[src/rtl/sap1_pkg.sv]
// Shared SAP-1 definitions: memory geometry and the program loader states.
package sap1_pkg;

   localparam int SAP1_ADDR_W = 4;
   localparam int SAP1_DATA_W = 8;
   localparam int SAP1_DEPTH  = 1 << SAP1_ADDR_W;

   typedef enum logic [2:0] {
      LD_IDLE,
      LD_HDR,
      LD_DATA,
      LD_CSUM,
      LD_COMMIT,
      LD_RUN,
      LD_ERR
   } ld_state_e;

   function automatic logic ld_in_frame(input ld_state_e s);
      return s inside {LD_HDR, LD_DATA, LD_CSUM, LD_COMMIT};
   endfunction

endpackage

[src/rtl/sap1_frame_buf.sv]
// 16x8 staging buffer for one loader frame: plain write port, registered read.
module sap1_frame_buf
   import sap1_pkg::*;
(
   input  logic                   clk_i,
   input  logic                   rstn_i,
   input  logic                   we,
   input  logic [SAP1_ADDR_W-1:0] waddr,
   input  logic [SAP1_DATA_W-1:0] wdata,
   input  logic                   re,
   input  logic [SAP1_ADDR_W-1:0] raddr,
   output logic [SAP1_DATA_W-1:0] rdata
);

   logic [SAP1_DATA_W-1:0] mem [SAP1_DEPTH];

   always_ff @(posedge clk_i) begin
      if (we) begin
         mem[waddr] <= wdata;
      end
   end

   always_ff @(posedge clk_i or negedge rstn_i) begin
      if (!rstn_i) begin
         rdata <= '0;
      end else if (re) begin
         rdata <= mem[raddr];
      end
   end

endmodule

[src/rtl/sap1_ram_loader.sv]
// Host-link program loader: buffers and checksums a frame, commits it to
// the SAP-1 program RAM, and holds the CPU in reset until it is done.
module sap1_ram_loader
   import sap1_pkg::*;
#(
   parameter logic [7:0] SYNC_BYTE = 8'hA5
) (
   input  logic                   clk_i,
   input  logic                   rstn_i,
   input  logic [SAP1_DATA_W-1:0] in_data_i,
   input  logic                   in_valid_i,
   output logic                   in_ready_o,
   output logic                   ram_we_o,
   output logic [SAP1_ADDR_W-1:0] ram_addr_o,
   output logic [SAP1_DATA_W-1:0] ram_wdata_o,
   output logic                   cpu_rstn_o,
   output logic                   busy_o,
   output logic                   done_o,
   output logic                   err_o
);

   ld_state_e state, state_nx;

   logic [SAP1_ADDR_W-1:0] start_q;
   logic [SAP1_ADDR_W-1:0] cnt_q;
   logic [SAP1_ADDR_W-1:0] idx_q;
   logic [SAP1_DATA_W-1:0] sum_q;
   logic [SAP1_DATA_W-1:0] sum_nx;
   logic                   last_q;
   logic                   acc;
   logic                   is_sync;
   logic                   at_last;
   logic                   buf_we;
   logic                   buf_re;

   assign acc     = in_valid_i && in_ready_o;
   assign is_sync = (in_data_i == SYNC_BYTE);
   assign sum_nx  = sum_q + in_data_i;
   assign at_last = (idx_q == cnt_q);
   assign buf_we  = acc && (state == LD_DATA);
   assign buf_re  = (state == LD_COMMIT);

   sap1_frame_buf u_buf (
      .clk_i  (clk_i),
      .rstn_i (rstn_i),
      .we     (buf_we),
      .waddr  (idx_q),
      .wdata  (in_data_i),
      .re     (buf_re),
      .raddr  (idx_q),
      .rdata  (ram_wdata_o)
   );

   always_ff @(posedge clk_i or negedge rstn_i) begin
      if (!rstn_i) begin
         state <= LD_IDLE;
      end else begin
         state <= state_nx;
      end
   end

   always_comb begin
      state_nx = state;
      unique case (state)
         LD_IDLE, LD_RUN, LD_ERR: begin
            if (acc && is_sync) state_nx = LD_HDR;
         end
         LD_HDR: begin
            if (acc) state_nx = LD_DATA;
         end
         LD_DATA: begin
            if (acc && at_last) state_nx = LD_CSUM;
         end
         LD_CSUM: begin
            if (acc) begin
               state_nx = (sum_nx == '0) ? LD_COMMIT : LD_ERR;
            end
         end
         LD_COMMIT: begin
            if (at_last) state_nx = LD_RUN;
         end
         default: state_nx = LD_IDLE;
      endcase
   end

   // idx_q indexes the buffer while filling and again while committing
   always_ff @(posedge clk_i or negedge rstn_i) begin
      if (!rstn_i) begin
         start_q <= '0;
         cnt_q   <= '0;
         idx_q   <= '0;
         sum_q   <= '0;
      end else begin
         unique case (state)
            LD_HDR: begin
               if (acc) begin
                  start_q <= in_data_i[7:4];
                  cnt_q   <= in_data_i[3:0];
                  sum_q   <= in_data_i;
                  idx_q   <= '0;
               end
            end
            LD_DATA: begin
               if (acc) begin
                  sum_q <= sum_nx;
                  idx_q <= idx_q + 4'd1;
               end
            end
            LD_CSUM: begin
               if (acc) idx_q <= '0;
            end
            LD_COMMIT: begin
               idx_q <= idx_q + 4'd1;
            end
            default: ;
         endcase
      end
   end

   always_ff @(posedge clk_i or negedge rstn_i) begin
      if (!rstn_i) begin
         in_ready_o <= 1'b1;
         ram_we_o   <= 1'b0;
         ram_addr_o <= '0;
         cpu_rstn_o <= 1'b0;
         busy_o     <= 1'b0;
         done_o     <= 1'b0;
         err_o      <= 1'b0;
         last_q     <= 1'b0;
      end else begin
         in_ready_o <= (state_nx != LD_COMMIT);
         ram_we_o   <= (state == LD_COMMIT);
         if (state == LD_COMMIT) begin
            ram_addr_o <= start_q + idx_q;
         end
         last_q     <= (state == LD_COMMIT) && at_last;
         done_o     <= last_q;
         cpu_rstn_o <= (state == LD_RUN);
         busy_o     <= ld_in_frame(state);
         err_o      <= (state == LD_ERR) && !(acc && is_sync);
      end
   end

endmodule

[config.mk]
export PLATFORM = sky130hd
export DESIGN_NAME = sap1_ram_loader
export DESIGN_NICKNAME = d
export VERILOG_FILES = /design/src/rtl/sap1_pkg.sv /design/src/rtl/sap1_frame_buf.sv /design/src/rtl/sap1_ram_loader.sv
export SDC_FILE = /design/constraint.sdc
export NUM_CORES = 1
export LEC_CHECK = 0
export ABC_AREA = 1
export CORE_ASPECT_RATIO = 1.25
export CORE_MARGIN = 2
export CORE_UTILIZATION = 25
export DETAILED_ROUTE_END_ITERATION = 10
export PLACE_DENSITY = 0.5
export SLEW_MARGIN = 30
export SYNTH_ARGS = -nofsm -noshare
export SYNTH_HDL_FRONTEND = slang
export SYNTH_SLANG_ARGS = --single-unit
[constraint.sdc]
create_clock -name clk_i -period 2.15 [get_ports clk_i]
set_input_delay 0.5375 -clock clk_i [delete_from_list [all_inputs] [get_ports clk_i]]
set_output_delay 0.5375 -clock clk_i [all_outputs]
set_load 0.05 [all_outputs]
==> impl_metrics.csv <==
group,metric,value,unit
clock_tree,post_cts.repair.setup_buffers,0,
layout,fill_cells,2982,
yosys,avgSynthCellArea,10.97,sq um
status,status,"finished clean",
clock_tree,numCtsBuffers,17,
die,die_w,157.7,um
power_and_ir_drop,combinationalPowerShare,37.7,%
layout,drive_gt1_share,16.13,%
routing,drtIter0Drc,330,
clock_tree,tritoncts,"yes",
timing,post-route-min-period,2.099,ns
global_routing,grt_use_total,12.61,%
critical_path,crit_arrival,1.56,ns
routing,antenna_left,0,
clock_tree,cts.reportedPaths.clkPinSlew,0.06,ns
critical_path,cpPeakStageDelay,0.80,ns
yosys,ys.flop_type,"edfxtp_1",
power_and_ir_drop,p_sw,0.004394,W
power_and_ir_drop,power.density,1289,mW/mm^2
timing,fin_crit_sh,97.62,%
timing,rsz0062_at_grt,"no",
die,die_y,196.1,um
critical_path,cp-start-kind,"flop",
yosys,synth_mux_area_share,0,%
yosys,yosysSeqAreaShare,66.34,%
critical_path,end_kind,"output pin",
placement,place.gp.congestion,0.8147,
clock_tree,clock-sinks,170,
global_routing,grt_remaining_overflow,0,
clock_tree,cts_root_buf,"clkbuf_16",
layout,num-nets-final,789,
critical_path,reg2reg_depth,12,
clock_tree,insertion_delay,0.42,ns
yosys,synth-compound-area-share,10.94,%
die,io_pins,29,
layout,final_cells,1171,
routing,vias,5124,
timing,slew_headroom,65.80,%
die,start_util,25.30,%
layout,n_antenna_cell,0,
global_routing,grt_start_max_net_pins,39,
flow_run,maxCapViolCount,0,
critical_path,critPathKind,"reg -> out",
timing,finalSetupViolations,0,
timing,hold_viol,0,
yosys,ys_async_sr_fraction,24.71,%
timing,slew_violations,0,
placement,port_buffers,28,
critical_path,crit_slowest_cell,"clkdlybuf4s50_1",
yosys,synthAdderAreaFrac,2.916,%
timing,whs,0.05596,ns
global_routing,grt_pass1_vias,5151,
power_and_ir_drop,intPower,0.007498,W
yosys,synth_edf_count,128,
layout,layout-area-overhead-vs-synth,25.04,%
power_and_ir_drop,pwr-share-seq,35.2,%
critical_path,r2r_end,"state[1]",
power_and_ir_drop,leakagePower,3.638,nW
global_routing,antenna_found_initial,0,
layout,utilization,31.64,%
placement,placedCellCount,1139,
critical_path,r2r_slack,0.27,ns
critical_path,worst-path-max-fanout,2,
timing,fmax,0.4764,GHz
power_and_ir_drop,switching_share,36.95,%
routing,dr.pass1.iters,4,
yosys,yosys_warnings,0,
routing,wl_per_cell,15.89,um
yosys,ys_ff_latch,170,
routing,drt_wl_total,18610,um
die,coreArea,0.02917,sq mm
yosys,ys_types,35,
yosys,yosys.area_share.simple,14.24,%
yosys,synth_xor_area_share,1.187,%
critical_path,crit_buf_inv,1,
timing,skew,0.009335,ns
critical_path,cpLargestDelayFamily,"buffers and inverters",
placement,dp_hpwl,12590,um
yosys,synthesis.area,0.007380,sq mm
critical_path,rr_startpoint,"sum_q[0]",
critical_path,cp_data_required_time,1.61,ns
power_and_ir_drop,p_clk_share,27.2,%
die,core.rowCount,70,
clock_tree,clockBufferDepth,2,
yosys,synth_top_family_by_area,"simple AND/OR/NAND/NOR gates",
die,dieArea,0.03092,sq mm
yosys,syn_inst,673,
timing,worstMarginPinSlew,0.5114,ns
hold_path,hold_class,"in -> async",
critical_path,path_cells,"clkdlybuf4s50_1",
yosys,synth_nets,700,
clock_tree,h-tree-depth,4,
global_routing,grt_pass1_wl,29040,um
routing,drc_errors,0,
power_and_ir_drop,power,0.01189,W
routing,via_per_inst,4.376,
power_and_ir_drop,peakVddDrop,0.5927,mV
metal layers:
layer | global-route usage (%) | wire [um] | up-vias
met4 | 3.771 | 300 | 0
met5 | 0 | 0 | -
met3 | 2.143 | 688 | 17
met1 | 15.80 | 8243 | 2486
met2 | 22.09 | 9380 | 98
li1 | - | - | 2523
power by group through the flow:
stage               registers, W  logic [W]  clock network (W)
floorplan                0.00465    0.00254                  0
global placement         0.00426    0.00455                  0
detailed placement       0.00426    0.00458                  0
CTS                      0.00420    0.00457            0.00330
global route             0.00424    0.00499            0.00343
finish                   0.00418    0.00448            0.00323
cell usage after synthesis (4+ instances only):
master | number | share of area [%]
edfxtp_1 | 128 | 52
nor2_1 | 113 | 5.7
nand2_1 | 108 | 5.5
o21ai_0 | 64 | 4.3
dfrtp_1 | 41 | 14
inv_1 | 35 | 1.8
o22ai_1 | 33 | 2.8
a21oi_1 | 31 | 2.1
nand3_1 | 22 | 1.5
buf_2 | 16 | 1.1
ha_1 | 14 | 2.4
o21ai_1 | 11 | 0.75
xor2_1 | 8 | 0.95
inv_2 | 7 | 0.36
clkbuf_1 | 6 | 0.31
o21ai_2 | 5 | 0.59
buf_4 | 4 | 0.41
kinds of logic (layout without fill, tap and decap cells):
logic type | Yosys count | count (layout)
AO/OA/AOI/OAI | 148 | 148
buffers and inverters | 72 | 174
AND/OR/NAND/NOR | 257 | 257
adder cells (fa/ha/maj) | 16 | 16
flip-flops | 170 | 170
XOR/XNOR | 10 | 10
sequential cells by signal (all words and copies together), names as in the netlist:
signal	cells
in_ready_o	1
ram_addr_o	4
u_buf.mem	128
sum_q	8
cnt_q	4
idx_q	4
last_q	1
state	3
ram_we_o	1
cpu_rstn_o	1
busy_o	1
err_o	1
start_q	4
done_o	1
u_buf.rdata	8
through the flow:
step / area [sq um] / TNS [ns] / setup slack, ns
after floorplan: 7380 / 0 / 0.1725
after global placement: 8600 / -2.853 / -0.5042
after detailed placement: 8600 / -2.843 / -0.4846
after CTS: 9218 / 0 / 0.002538
after global routing: 9228 / 0 / 0.001853
final: 9228 / 0 / 0.05111
worst max-delay path by stage:
stage / from / to / cells after the start
after floorplan: in_ready_o / u_buf.mem[15][0] / 6
after global placement: in_data_i[0] / state[1] / 13
after detailed placement: in_data_i[0] / state[1] / 13
after CTS: ram_addr_o[1] / ram_addr_o[1] / 1
after global routing: u_buf.rdata[5] / ram_wdata_o[5] / 1
final: ram_addr_o[3] / ram_addr_o[3] / 1
what timing repair did:
action / 4_1_cts / 5_1_grt
setup endpoints to repair: 6 / 4
cloned: 0 / 0
resized for setup: 5 / 4
hold buffers: 0 / 0
layout make-up:
| class | instances | area [sq um] | area share [%] |
|---|---|---|---|
| Sequential cell | 170 | 4897 | 53.07 |
| Tap cell | 396 | 495.5 | 5.369 |
| Clock inverter | 14 | 195.2 | 2.115 |
| Multi-Input combinational cell | 431 | 2161 | 23.42 |
| Clock buffer | 18 | 429.2 | 4.651 |
| Timing Repair Buffer | 98 | 874.6 | 9.478 |
| Inverter | 44 | 175.2 | 1.898 |
layout by cell type (no fill, tap or decap), types with 2 or more instances in the layout:
| cell type | Yosys | routed |
|---|---|---|
| a21oi_1 | 31 | 31 |
| a31oi_1 | 3 | 3 |
| and3_1 | 2 | 2 |
| buf_12 | 0 | 6 |
| buf_4 | 4 | 66 |
| bufinv_16 | 0 | 4 |
| clkbuf_16 | 0 | 17 |
| clkdlybuf4s50_1 | 0 | 16 |
| clkinv_4 | 2 | 5 |
| clkinvlp_4 | 0 | 3 |
| dfrtp_1 | 41 | 40 |
| dlygate4sd2_1 | 0 | 5 |
| dlymetal6s2s_1 | 0 | 4 |
| edfxtp_1 | 128 | 128 |
| fa_1 | 2 | 2 |
| ha_1 | 14 | 14 |
| inv_1 | 35 | 35 |
| inv_2 | 7 | 7 |
| inv_6 | 0 | 2 |
| nand2_1 | 108 | 108 |
| nand3_1 | 22 | 22 |
| nor2_1 | 113 | 113 |
| nor2_4 | 2 | 2 |
| nor3_1 | 2 | 2 |
| nor4_1 | 2 | 2 |
| o21ai_0 | 64 | 64 |
| o21ai_1 | 11 | 11 |
| o21ai_2 | 5 | 5 |
| o22ai_1 | 33 | 33 |
| xnor2_1 | 2 | 2 |
| xor2_1 | 8 | 8 |
Note: power is estimated with default switching activity, not from simulation.
